### config.mk
export PLATFORM = sky130hd
export DESIGN_NAME = btn_event_ctrl_flat
export DESIGN_NICKNAME = d
export VERILOG_FILES = /design/src/rtl/btn_pkg.sv /design/src/rtl/btn_event_ctrl_if.sv /design/src/rtl/btn_hold_timer.sv /design/src/rtl/btn_event_ctrl.sv /design/src/flat_wrapper.sv
export SDC_FILE = /design/constraint.sdc
export NUM_CORES = 1
export LEC_CHECK = 0
export CAP_MARGIN = 25
export CORE_UTILIZATION = 35
export DETAILED_ROUTE_END_ITERATION = 10
export DONT_BUFFER_PORTS = 1
export PLACE_DENSITY = 0.56
export REMOVE_ABC_BUFFERS = 1
export SYNTH_ARGS = -nofsm -noshare
export SYNTH_HDL_FRONTEND = slang
export SYNTH_SLANG_ARGS = --single-unit
### constraint.sdc
create_clock -name Fg_CLK -period 2.63 [get_ports Fg_CLK]
set_input_delay 0.526 -clock Fg_CLK [delete_from_list [all_inputs] [get_ports Fg_CLK]]
set_output_delay 0.526 -clock Fg_CLK [all_outputs]
set_load 0.01 [all_outputs]
### src/rtl/btn_pkg.sv
// btn_pkg: shared types and default constants for the push-button event controller.
//   btn_state_t    : FSM state encoding (IDLE, PRESSED, HELD)
//   BTN_CNT_W      : width of the hold counter
//   BTN_LONG_CYC   : default long-press threshold in clocks (500 ms at 24 MHz)
//   BTN_REPEAT_CYC : default auto-repeat period in clocks (100 ms at 24 MHz)
package btn_pkg;

   localparam int unsigned BTN_CNT_W      = 24;
   localparam int unsigned BTN_LONG_CYC   = 12_000_000;
   localparam int unsigned BTN_REPEAT_CYC = 2_400_000;

   typedef enum logic [1:0] {
      IDLE    = 2'd0,
      PRESSED = 2'd1,
      HELD    = 2'd2
   } btn_state_t;

endpackage

### src/rtl/btn_event_ctrl_if.sv
// btn_event_ctrl_if: button level in, classified events and index registers out.
//   IntBTN     : debounced button level, active-low (idle 1)
//   ShortPress : one-cycle pulse on release before the long-press threshold
//   LongPress  : one-cycle pulse when the hold reaches the long-press threshold
//   Repeat     : one-cycle pulse per repeat period while held after a long press
//   WaveSel    : waveform select, wraps modulo 4
//   FreqIdx    : frequency-step index, saturating
// Modports: master = event controller, slave = button source / event consumer.
interface btn_event_ctrl_if;

   logic       IntBTN;
   logic       ShortPress;
   logic       LongPress;
   logic       Repeat;
   logic [1:0] WaveSel;
   logic [3:0] FreqIdx;

   modport master (
      input  IntBTN,
      output ShortPress, LongPress, Repeat, WaveSel, FreqIdx
   );

   modport slave (
      output IntBTN,
      input  ShortPress, LongPress, Repeat, WaveSel, FreqIdx
   );

endinterface

### src/rtl/btn_hold_timer.sv
// btn_hold_timer: hold-interval counter shared by long-press and repeat timing.
//   Fg_CLK, RESET : clock, asynchronous active-high reset
//   clear         : force count to 0 (takes priority over enable)
//   enable        : advance count; wraps to 0 on the cycle it hits terminal
//   terminal      : terminal count (interval length minus one)
//   hit           : count currently equals terminal
module btn_hold_timer
   import btn_pkg::*;
(
   input  logic                 Fg_CLK,
   input  logic                 RESET,
   input  logic                 clear,
   input  logic                 enable,
   input  logic [BTN_CNT_W-1:0] terminal,
   output logic                 hit
);

   logic [BTN_CNT_W-1:0] cnt;

   assign hit = (cnt == terminal);

   // Counter restarts at 0 after a hit so back-to-back intervals are exact.
   always_ff @(posedge Fg_CLK or posedge RESET) begin
      if (RESET) begin
         cnt <= '0;
      end else if (clear) begin
         cnt <= '0;
      end else if (enable) begin
         cnt <= hit ? '0 : cnt + BTN_CNT_W'(1);
      end
   end

endmodule

### src/rtl/btn_event_ctrl.sv
// btn_event_ctrl: classifies debounced button presses into short/long/repeat events
// and maintains the WaveSel and FreqIdx index registers.
//   Fg_CLK : 24 MHz system clock
//   RESET  : asynchronous active-high reset
//   btn    : btn_event_ctrl_if.master (IntBTN in; pulses and indices out, registered)
// Optional feature: define BTN_AUTOREPEAT_EN to enable auto-repeat while held.
module btn_event_ctrl
   import btn_pkg::*;
#(
   parameter int unsigned LONG_CYC   = BTN_LONG_CYC,
   parameter int unsigned REPEAT_CYC = BTN_REPEAT_CYC,
   parameter int unsigned STEP_MAX   = 15
) (
   input  logic              Fg_CLK,
   input  logic              RESET,
   btn_event_ctrl_if.master  btn
);

   localparam logic [BTN_CNT_W-1:0] LONG_TERM = BTN_CNT_W'(LONG_CYC - 1);
   localparam logic [BTN_CNT_W-1:0] REP_TERM  = BTN_CNT_W'(REPEAT_CYC - 1);
   localparam logic [3:0]           STEP_TOP  = 4'(STEP_MAX);

   btn_state_t           state, state_nxt;
   logic                 prev;
   logic                 short_c, long_c, rep_c;
   logic                 tmr_clear, tmr_en, tmr_hit;
   logic [BTN_CNT_W-1:0] tmr_term;
   logic                 short_q, long_q, rep_q;
   logic [1:0]           wave_q;
   logic [3:0]           freq_q;

   btn_hold_timer u_timer (
      .Fg_CLK   (Fg_CLK),
      .RESET    (RESET),
      .clear    (tmr_clear),
      .enable   (tmr_en),
      .terminal (tmr_term),
      .hit      (tmr_hit)
   );

   // State register; prev resets to 0 so a button held through reset is ignored.
   always_ff @(posedge Fg_CLK or posedge RESET) begin
      if (RESET) begin
         state <= IDLE;
         prev  <= 1'b0;
      end else begin
         state <= state_nxt;
         prev  <= btn.IntBTN;
      end
   end

   // Next-state and event decode; release always wins over a same-cycle timer hit.
   always_comb begin
      state_nxt = state;
      short_c   = 1'b0;
      long_c    = 1'b0;
      rep_c     = 1'b0;
      tmr_clear = 1'b1;
      tmr_en    = 1'b0;
      tmr_term  = LONG_TERM;
      case (state)
         IDLE: begin
            if (prev && !btn.IntBTN) state_nxt = PRESSED;
         end
         PRESSED: begin
            if (btn.IntBTN) begin
               short_c   = 1'b1;
               state_nxt = IDLE;
            end else begin
               tmr_clear = 1'b0;
               tmr_en    = 1'b1;
               if (tmr_hit) begin
                  long_c    = 1'b1;
                  state_nxt = HELD;
               end
            end
         end
         HELD: begin
            tmr_term = REP_TERM;
            if (btn.IntBTN) begin
               state_nxt = IDLE;
            end else begin
`ifdef BTN_AUTOREPEAT_EN
               tmr_clear = 1'b0;
               tmr_en    = 1'b1;
               if (tmr_hit) rep_c = 1'b1;
`endif
            end
         end
         default: state_nxt = IDLE;
      endcase
   end

   // Registered pulses; index registers move on the same edge as their pulse.
   always_ff @(posedge Fg_CLK or posedge RESET) begin
      if (RESET) begin
         short_q <= 1'b0;
         long_q  <= 1'b0;
         rep_q   <= 1'b0;
         wave_q  <= '0;
         freq_q  <= '0;
      end else begin
         short_q <= short_c;
         long_q  <= long_c;
         rep_q   <= rep_c;
         if (short_c) wave_q <= wave_q + 2'd1;
         if ((long_c || rep_c) && (freq_q < STEP_TOP)) freq_q <= freq_q + 4'd1;
      end
   end

   assign btn.ShortPress = short_q;
   assign btn.LongPress  = long_q;
   assign btn.Repeat     = rep_q;
   assign btn.WaveSel    = wave_q;
   assign btn.FreqIdx    = freq_q;

endmodule

### src/flat_wrapper.sv
// flat-port wrapper written by rule: the top's interface ports become plain ports
module btn_event_ctrl_flat import btn_pkg::*;
#(
   parameter int unsigned LONG_CYC   = BTN_LONG_CYC,
   parameter int unsigned REPEAT_CYC = BTN_REPEAT_CYC,
   parameter int unsigned STEP_MAX   = 15
)
  (Fg_CLK, RESET, btn_IntBTN, btn_ShortPress, btn_LongPress, btn_Repeat, btn_WaveSel, btn_FreqIdx);
  btn_event_ctrl_if btn_i ();
  input  logic Fg_CLK;
  input  logic RESET;
  input wire logic [$bits(btn_i.IntBTN)-1:0] btn_IntBTN;
  output wire logic [$bits(btn_i.ShortPress)-1:0] btn_ShortPress;
  output wire logic [$bits(btn_i.LongPress)-1:0] btn_LongPress;
  output wire logic [$bits(btn_i.Repeat)-1:0] btn_Repeat;
  output wire logic [$bits(btn_i.WaveSel)-1:0] btn_WaveSel;
  output wire logic [$bits(btn_i.FreqIdx)-1:0] btn_FreqIdx;
  assign btn_i.IntBTN = btn_IntBTN;
  assign btn_ShortPress = btn_i.ShortPress;
  assign btn_LongPress = btn_i.LongPress;
  assign btn_Repeat = btn_i.Repeat;
  assign btn_WaveSel = btn_i.WaveSel;
  assign btn_FreqIdx = btn_i.FreqIdx;
  btn_event_ctrl #(.LONG_CYC(LONG_CYC), .REPEAT_CYC(REPEAT_CYC), .STEP_MAX(STEP_MAX)) u_core (.Fg_CLK(Fg_CLK), .RESET(RESET), .btn(btn_i));
endmodule
==> flow_metrics.py, run 1 <==
metrics = {
    "power": {
        "peakVddDrop_uv": 222,
        "p_per_area_nw_per_um2": 637,
        "p_leak_nw": 0.737,
    },
    "sta": {
        "finalHoldViolCount": 0,
        "slew_headroom_pct": 61.4,
        "finalCritPeriodShare_pct": 92.7,
        "tightest_slew_ns": 0.578,
        "finalSetupViolations": 0,
        "slew_viol_final": 0,
        "fin_setup_tns_ns": 0,
        "rsz0062_at_grt": "no",
        "max_freq_mhz": 410,
        "setup_ws_ns": 0.193,
        "clock_skew_ns": 0.00485,
        "layout_min_cycle_time_ns": 2.44,
    },
    "worst_setup_path": {
        "crit_slowest_cell": "or4_4",
        "path_cells": "or4_1 -> or4_4 -> a211oi_4 -> nand3_2 -> mux2_4",
        "critical_path_required_ns": 2.81,
        "arrival_ns": 2.62,
        "path_max_fanout": 6,
        "critical_path_class": "register to register",
        "crit_path_start_kind": "register",
        "end_kind": "register",
        "path_buf_inv": 0,
        "max_stage_delay_ns": 0.54,
        "critical_path.top_delay_family": "simple AND/OR/NAND/NOR gates",
    },
    "floorplan": {
        "dieArea_um2": 5150,
        "die_h_um": 71.8,
        "num_rows": 25,
        "initial_core_util_pct": 36.3,
        "io_pins": 12,
        "core-area_um2": 4690,
        "die_x_um": 71.8,
    },
    "yosys": {
        "synthCells": 166,
        "synth.most_common_cell": "dfrtp_1",
        "syn-cell-area_um2": 1700,
        "synth_commonest_cells": "dfrtp_1 (35), nor2_1 (32), xnor2_1 (18)",
        "yosys.area_share.simple_pct": 25.9,
        "yosys_warnings": 0,
        "yosysTopAreaCell": "dfrtp_1",
        "synth.mux.area_fraction_pct": 0.882,
        "synth_seq_cells": 35,
        "synth_area_leaders": "dfrtp_1 (51%), xnor2_1 (9.3%), nor2_1 (7.1%), xor2_1 (3.6%), nand4_1 (2.9%)",
        "postSynthAreaPerCell_um2": 10.3,
        "synth_top_family_by_area": "simple AND/OR/NAND/NOR gates",
        "synth_xor_area_share_pct": 12.9,
        "synth_cell_types": 35,
        "synth_edf_count": 0,
        "synthAdderAreaFrac_pct": 1.47,
        "ys_async_sr_fraction_pct": 100,
        "yosysSeqAreaShare_pct": 51.4,
        "synth_compound_area_share_pct": 3.67,
        "synth_flop_cell": "dfrtp_1",
        "netlist.area_leader.share_pct": 51.4,
    },
    "grt": {
        "grt-busiest-layer": "met2",
        "grt_max_degree": 36,
        "grt_pass1_wl_um": 5610,
        "antenna_found_initial": 0,
        "grt_use_met2_pct": 23.4,
        "grt-ovfl-total": 0,
        "grtUsageMet3_pct": 5.49,
        "grt_use_met1_pct": 16.2,
        "grtUsageTotal_pct": 14.4,
        "grt_pass1_vias": 1219,
    },
    "cts": {
        "clock_latency_ns": 0.29,
        "root_buffer": "clkbuf_8",
        "ctsHoldBuffers": 0,
        "cts.sinks": 35,
        "cts-resized-gates": 0,
        "cts_buffer_depth": 2,
        "htree_levels": 2,
        "cts_setup_buffers": 0,
        "clkTransAtPathRegs_ns": 0.07,
        "cts_tree": "done",
        "numCtsBuffers": 5,
    },
    "finish": {
        "layout.area.seq_um2": 876,
        "nets": 175,
        "final_util_pct": 40.3,
        "n_antenna_cell": 0,
        "syn_to_final_growth_pct": 11.2,
        "multiInputGateArea_um2": 767,
        "fillers": 474,
        "drive_gt1_share_pct": 9.36,
    },
    "detailed_routing": {
        "firstDrtPassIters": 4,
        "dr_total_vias": 1155,
        "wl_um": 3130,
        "drc": 0,
        "ant_nets": 0,
        "viasPerCell": 5.13,
        "wl_per_cell_um": 13.9,
        "drtIter0Drc": 30,
    },
    "placed_design": {
        "post-place-ws_ns": 0.215,
        "globalplace.congestion": 0.855,
        "port-buffer-count": 0,
        "dpl.hpwl_um": 2110,
    },
    "min_path": {
        "min_path_type": "primary input to asynchronous set/reset pin",
    },
    "job": {
        "maxCapViolCount": 0,
    },
    "status": {
        "status": "finished, final reports clean",
    },
}
==> registers in the layout, indices dropped and copies added (netlist names) <==
name / flops
u_core.u_timer.cnt: 24
u_core.btn.ShortPress: 1
u_core.btn.WaveSel: 2
u_core.state: 2
u_core.prev: 1
u_core.btn.FreqIdx: 4
u_core.btn.LongPress: 1
==> through the flow <==
step	total power, mW	instance area, um2	hold WS, ns	cells
5_1_grt	1.26	1890	0.240	225
3_5_place_dp	0.639	1760	0.485	217
4_1_cts	1.23	1890	0.226	225
3_3_place_gp	0.637	1760	0.471	217
6_report	1.21	1890	0.217	225
2_1_floorplan	0.621	1660	0.452	161
==> placed cells by master (no fill, tap or decap), drive strengths merged <==
| cell | synthesis | layout |
|---|---|---|
| mux2 | 1 | 1 |
| nor4 | 4 | 4 |
| nand2b | 3 | 3 |
| xnor2 | 18 | 18 |
| a21oi | 1 | 1 |
| nor4bb | 1 | 1 |
| nor2 | 32 | 32 |
| or4bb | 1 | 1 |
| nand4 | 8 | 8 |
| conb | 1 | 1 |
| nand2 | 10 | 10 |
| ha | 2 | 2 |
| nor2b | 2 | 2 |
| and3b | 1 | 1 |
| dfrtp | 35 | 35 |
| nand3 | 8 | 8 |
| buf | 4 | 2 |
| nor3 | 3 | 3 |
| xor2 | 7 | 7 |
| and4 | 1 | 1 |
| and3 | 2 | 2 |
| nand3b | 1 | 1 |
| a211oi | 1 | 1 |
| o21ai | 1 | 1 |
| or4 | 4 | 4 |
| bufinv | 0 | 2 |
| o21bai | 1 | 1 |
| a31oi | 4 | 4 |
| nor3b | 1 | 1 |
| clkinvlp | 0 | 1 |
| clkbuf | 1 | 5 |
| inv | 5 | 5 |
| and2 | 1 | 1 |
| or3 | 1 | 1 |
==> where the power goes <==
part           switching, mW  internal [mW]  total (mW)
registers             0.0271          0.558       0.585
logic                 0.0257         0.0167      0.0424
clock network          0.201          0.378       0.579
==> layer usage <==
layer,wire length [um],share of wire [%],up-vias
met4,79,2.5,0
met2,1470,47,30
met5,0,0,-
li1,-,-,567
met3,167,5.3,9
met1,1420,45,549
==> worst register-to-register path, cell delays in order (launching register included) <==
cell      delay (ns)
dfrtp_1         0.43
or4_1           0.53
or4_4           0.54
a211oi_4        0.34
nand3_2         0.16
mux2_4          0.33
==> logic make-up after synthesis <==
logic type | Yosys count
adders and majority gates | 2
DFF | 35
buffers and inverters | 10
and+or+nand+nor | 84
AOI/OAI and AO/OA | 8
xor gates and xnor gates | 25
other | 1
muxes | 1
==> final cells by class <==
type | instances | area share (%)
Clock buffer | 5 | 3.64
Clock inverter | 3 | 3.57
Inverter | 5 | 0.991
Multi-Input combinational cell | 121 | 40.5
Sequential cell | 35 | 46.3
Tap cell | 54 | 3.57
Timing Repair Buffer | 2 | 1.45
==> final timing paths <==
check,startpoint,end,slack [ns],cells after the start
min in group Fg_CLK,btn_IntBTN,u_core.prev,0.26,0
setup / recovery,u_core.u_timer.cnt[8],u_core.btn.FreqIdx[1],0.19,5
setup reg to reg,u_core.u_timer.cnt[8],u_core.btn.FreqIdx[1],0.19,5
max in group asynchronous,RESET,u_core.u_timer.cnt[3],2.09,2
hold reg to reg,u_core.u_timer.cnt[0],u_core.u_timer.cnt[0],0.49,1
hold / removal,RESET,u_core.u_timer.cnt[20],0.22,2
(Power assumes the default switching activity.)
==> run 2: changes to the inputs <==
--- a/config.mk
+++ b/config.mk
@@ -6,11 +6,12 @@
 export NUM_CORES = 1
 export LEC_CHECK = 0
 export CAP_MARGIN = 25
+export CELL_PAD_IN_SITES_DETAIL_PLACEMENT = 0
+export CELL_PAD_IN_SITES_GLOBAL_PLACEMENT = 1
 export CORE_UTILIZATION = 35
 export DETAILED_ROUTE_END_ITERATION = 10
 export DONT_BUFFER_PORTS = 1
-export PLACE_DENSITY = 0.56
-export REMOVE_ABC_BUFFERS = 1
+export PLACE_DENSITY = 0.66
 export SYNTH_ARGS = -nofsm -noshare
 export SYNTH_HDL_FRONTEND = slang
 export SYNTH_SLANG_ARGS = --single-unit
==> run 2 against run 1 <==
Against the previous run:
- critical path depth stayed put
- sequential power hardly changed
- count of clock-buffer cells in the layout stayed put
- design area is 0.40% higher
- register-to-register slack hardly changed
==> flow_metrics.py, run 2 (same netlist as run 1, synthesis figures left out) <==
metrics = {
    "worst_setup_path": {
        "crit_path_start_kind": "register",
        "end_kind": "register",
        "critical_path_class": "register to register",
        "crit_slowest_cell": "or4_4",
        "path_cells": "or4_1 -> or4_4 -> a211oi_4 -> nand3_2 -> mux2_4",
        "critical_path_required_ns": 2.81,
        "max_stage_delay_ns": 0.54,
        "arrival_ns": 2.62,
        "path_max_fanout": 6,
    },
    "sta": {
        "finalHoldViolCount": 0,
        "layout_min_cycle_time_ns": 2.44,
        "tightest_slew_ns": 0.602,
        "clock_skew_ns": 0.00778,
        "slew_viol_final": 0,
        "max_freq_mhz": 409,
        "finalCritPeriodShare_pct": 92.9,
        "finalSetupViolations": 0,
        "fin_setup_tns_ns": 0,
        "rsz0062_at_grt": "no",
        "slew_headroom_pct": 59.8,
    },
    "finish": {
        "top_register": "u_core.u_timer.cnt",
        "n_antenna_cell": 0,
        "fin_area_um2": 1900,
        "layout_common_cells": "dfrtp_1 (35), nor2_1 (32), xnor2_1 (18)",
        "largest_reg_flops": 24,
        "final_common_cell": "dfrtp_1",
        "syn_to_final_growth_pct": 11.6,
        "drive_gt1_share_pct": 9.88,
        "nets": 176,
    },
    "floorplan": {
        "num_rows": 25,
        "io_pins": 12,
        "core-area_um2": 4690,
        "initial_core_util_pct": 36.3,
        "die_x_um": 71.8,
        "die_h_um": 71.8,
        "dieArea_um2": 5150,
    },
    "placed_design": {
        "globalplace.congestion": 0.812,
        "port-buffer-count": 0,
        "dpl.hpwl_um": 2120,
        "place_area_um2": 1760,
    },
    "yosys": {
        "synth_nets": 171,
    },
    "job": {
        "maxCapViolCount": 0,
    },
    "grt": {
        "grt-ovfl-total": 0,
        "grt_pass1_wl_um": 5270,
        "grt_pass1_vias": 1147,
        "grt_max_degree": 36,
        "grtUsageTotal_pct": 13.7,
        "antenna_found_initial": 0,
    },
    "cts": {
        "htree_levels": 2,
        "root_buffer": "clkbuf_8",
        "cts_setup_buffers": 0,
        "clock_latency_ns": 0.29,
        "cts_tree": "done",
        "cts.sinks": 35,
        "cts-resized-gates": 0,
        "ctsHoldBuffers": 0,
        "numCtsBuffers": 5,
        "cts_buffer_depth": 2,
        "clkTransAtPathRegs_ns": 0.07,
    },
    "detailed_routing": {
        "dr_total_vias": 1173,
        "ant_nets": 0,
        "wl_per_cell_um": 13.7,
        "drtIter0Drc": 32,
        "firstDrtPassIters": 4,
        "wl_um": 3090,
        "viasPerCell": 5.19,
        "drc": 0,
    },
    "power": {
        "peakVddDrop_uv": 227,
        "p_leak_nw": 0.742,
        "p_per_area_nw_per_um2": 635,
    },
    "min_path": {
        "min_path_type": "primary input to asynchronous set/reset pin",
    },
    "status": {
        "status": "finished, final reports clean",
    },
}
[run 2: cell types whose count changed in the layout (fill, tap and decap cells not counted), sizes merged]
cell,delta
buf,+1
[run 2: final cells by class]
class	count	area, um2
Tap cell	54	67.6
Clock inverter	3	67.6
Timing Repair Buffer	3	35.0
Inverter	5	18.8
Multi-Input combinational cell	121	767
Sequential cell	35	876
Clock buffer	5	68.8
Fill cell	482	2790
[run 2: power breakdown]
part           internal [mW]  leakage [nW]  switching, mW  total, mW
logic                 0.0167         0.198         0.0256     0.0424
registers              0.558         0.480         0.0253      0.583
clock network          0.378        0.0644          0.203      0.582
[run 2: final timing paths]
check / cells past startpoint / slack (ns) / startpoint / to
min in group Fg_CLK: 0 / 0.26 / btn_IntBTN / u_core.prev
setup reg to reg: 5 / 0.19 / u_core.u_timer.cnt[8] / u_core.btn.FreqIdx[1]
setup / recovery: 5 / 0.19 / u_core.u_timer.cnt[8] / u_core.btn.FreqIdx[1]
hold / removal: 2 / 0.21 / RESET / u_core.state[0]
hold reg to reg: 1 / 0.49 / u_core.u_timer.cnt[0] / u_core.u_timer.cnt[0]
max in group asynchronous: 2 / 2.10 / RESET / u_core.u_timer.cnt[19]
[run 2: critical path, delay by kind of cell, from the launching register on]
family	cells	cell delay [ns]
compound gates	1	0.34
simple gates	3	1.23
mux	1	0.33
flops	1	0.43
[run 2: stage by stage]
| step | cells | utilization, % | total power, mW | hold WS, ns | setup WS (ns) |
|---|---|---|---|---|---|
| 3_5_place_dp | 218 | 37.6 | 0.637 | 0.485 | 0.204 |
| 3_3_place_gp | 218 | 37.6 | 0.636 | 0.474 | 0.242 |
| 2_1_floorplan | 166 | - | 0.627 | 0.450 | 0.321 |
| 4_1_cts | 226 | 40.5 | 1.22 | 0.226 | 0.185 |
| 6_report | 226 | 40.5 | 1.21 | 0.214 | 0.186 |
| 5_1_grt | 226 | 40.5 | 1.25 | 0.238 | 0.0864 |
[run 2: routing by layer]
metal | track usage (%) | vias to the layer above | part of all wire, % | wire length, um
met5 | 0 | - | 0 | 0
met4 | 5.88 | 0 | 1.6 | 51
met3 | 4.92 | 5 | 3.6 | 110
met2 | 24.4 | 15 | 50 | 1560
met1 | 14.4 | 579 | 44 | 1370
li1 | - | 574 | - | -
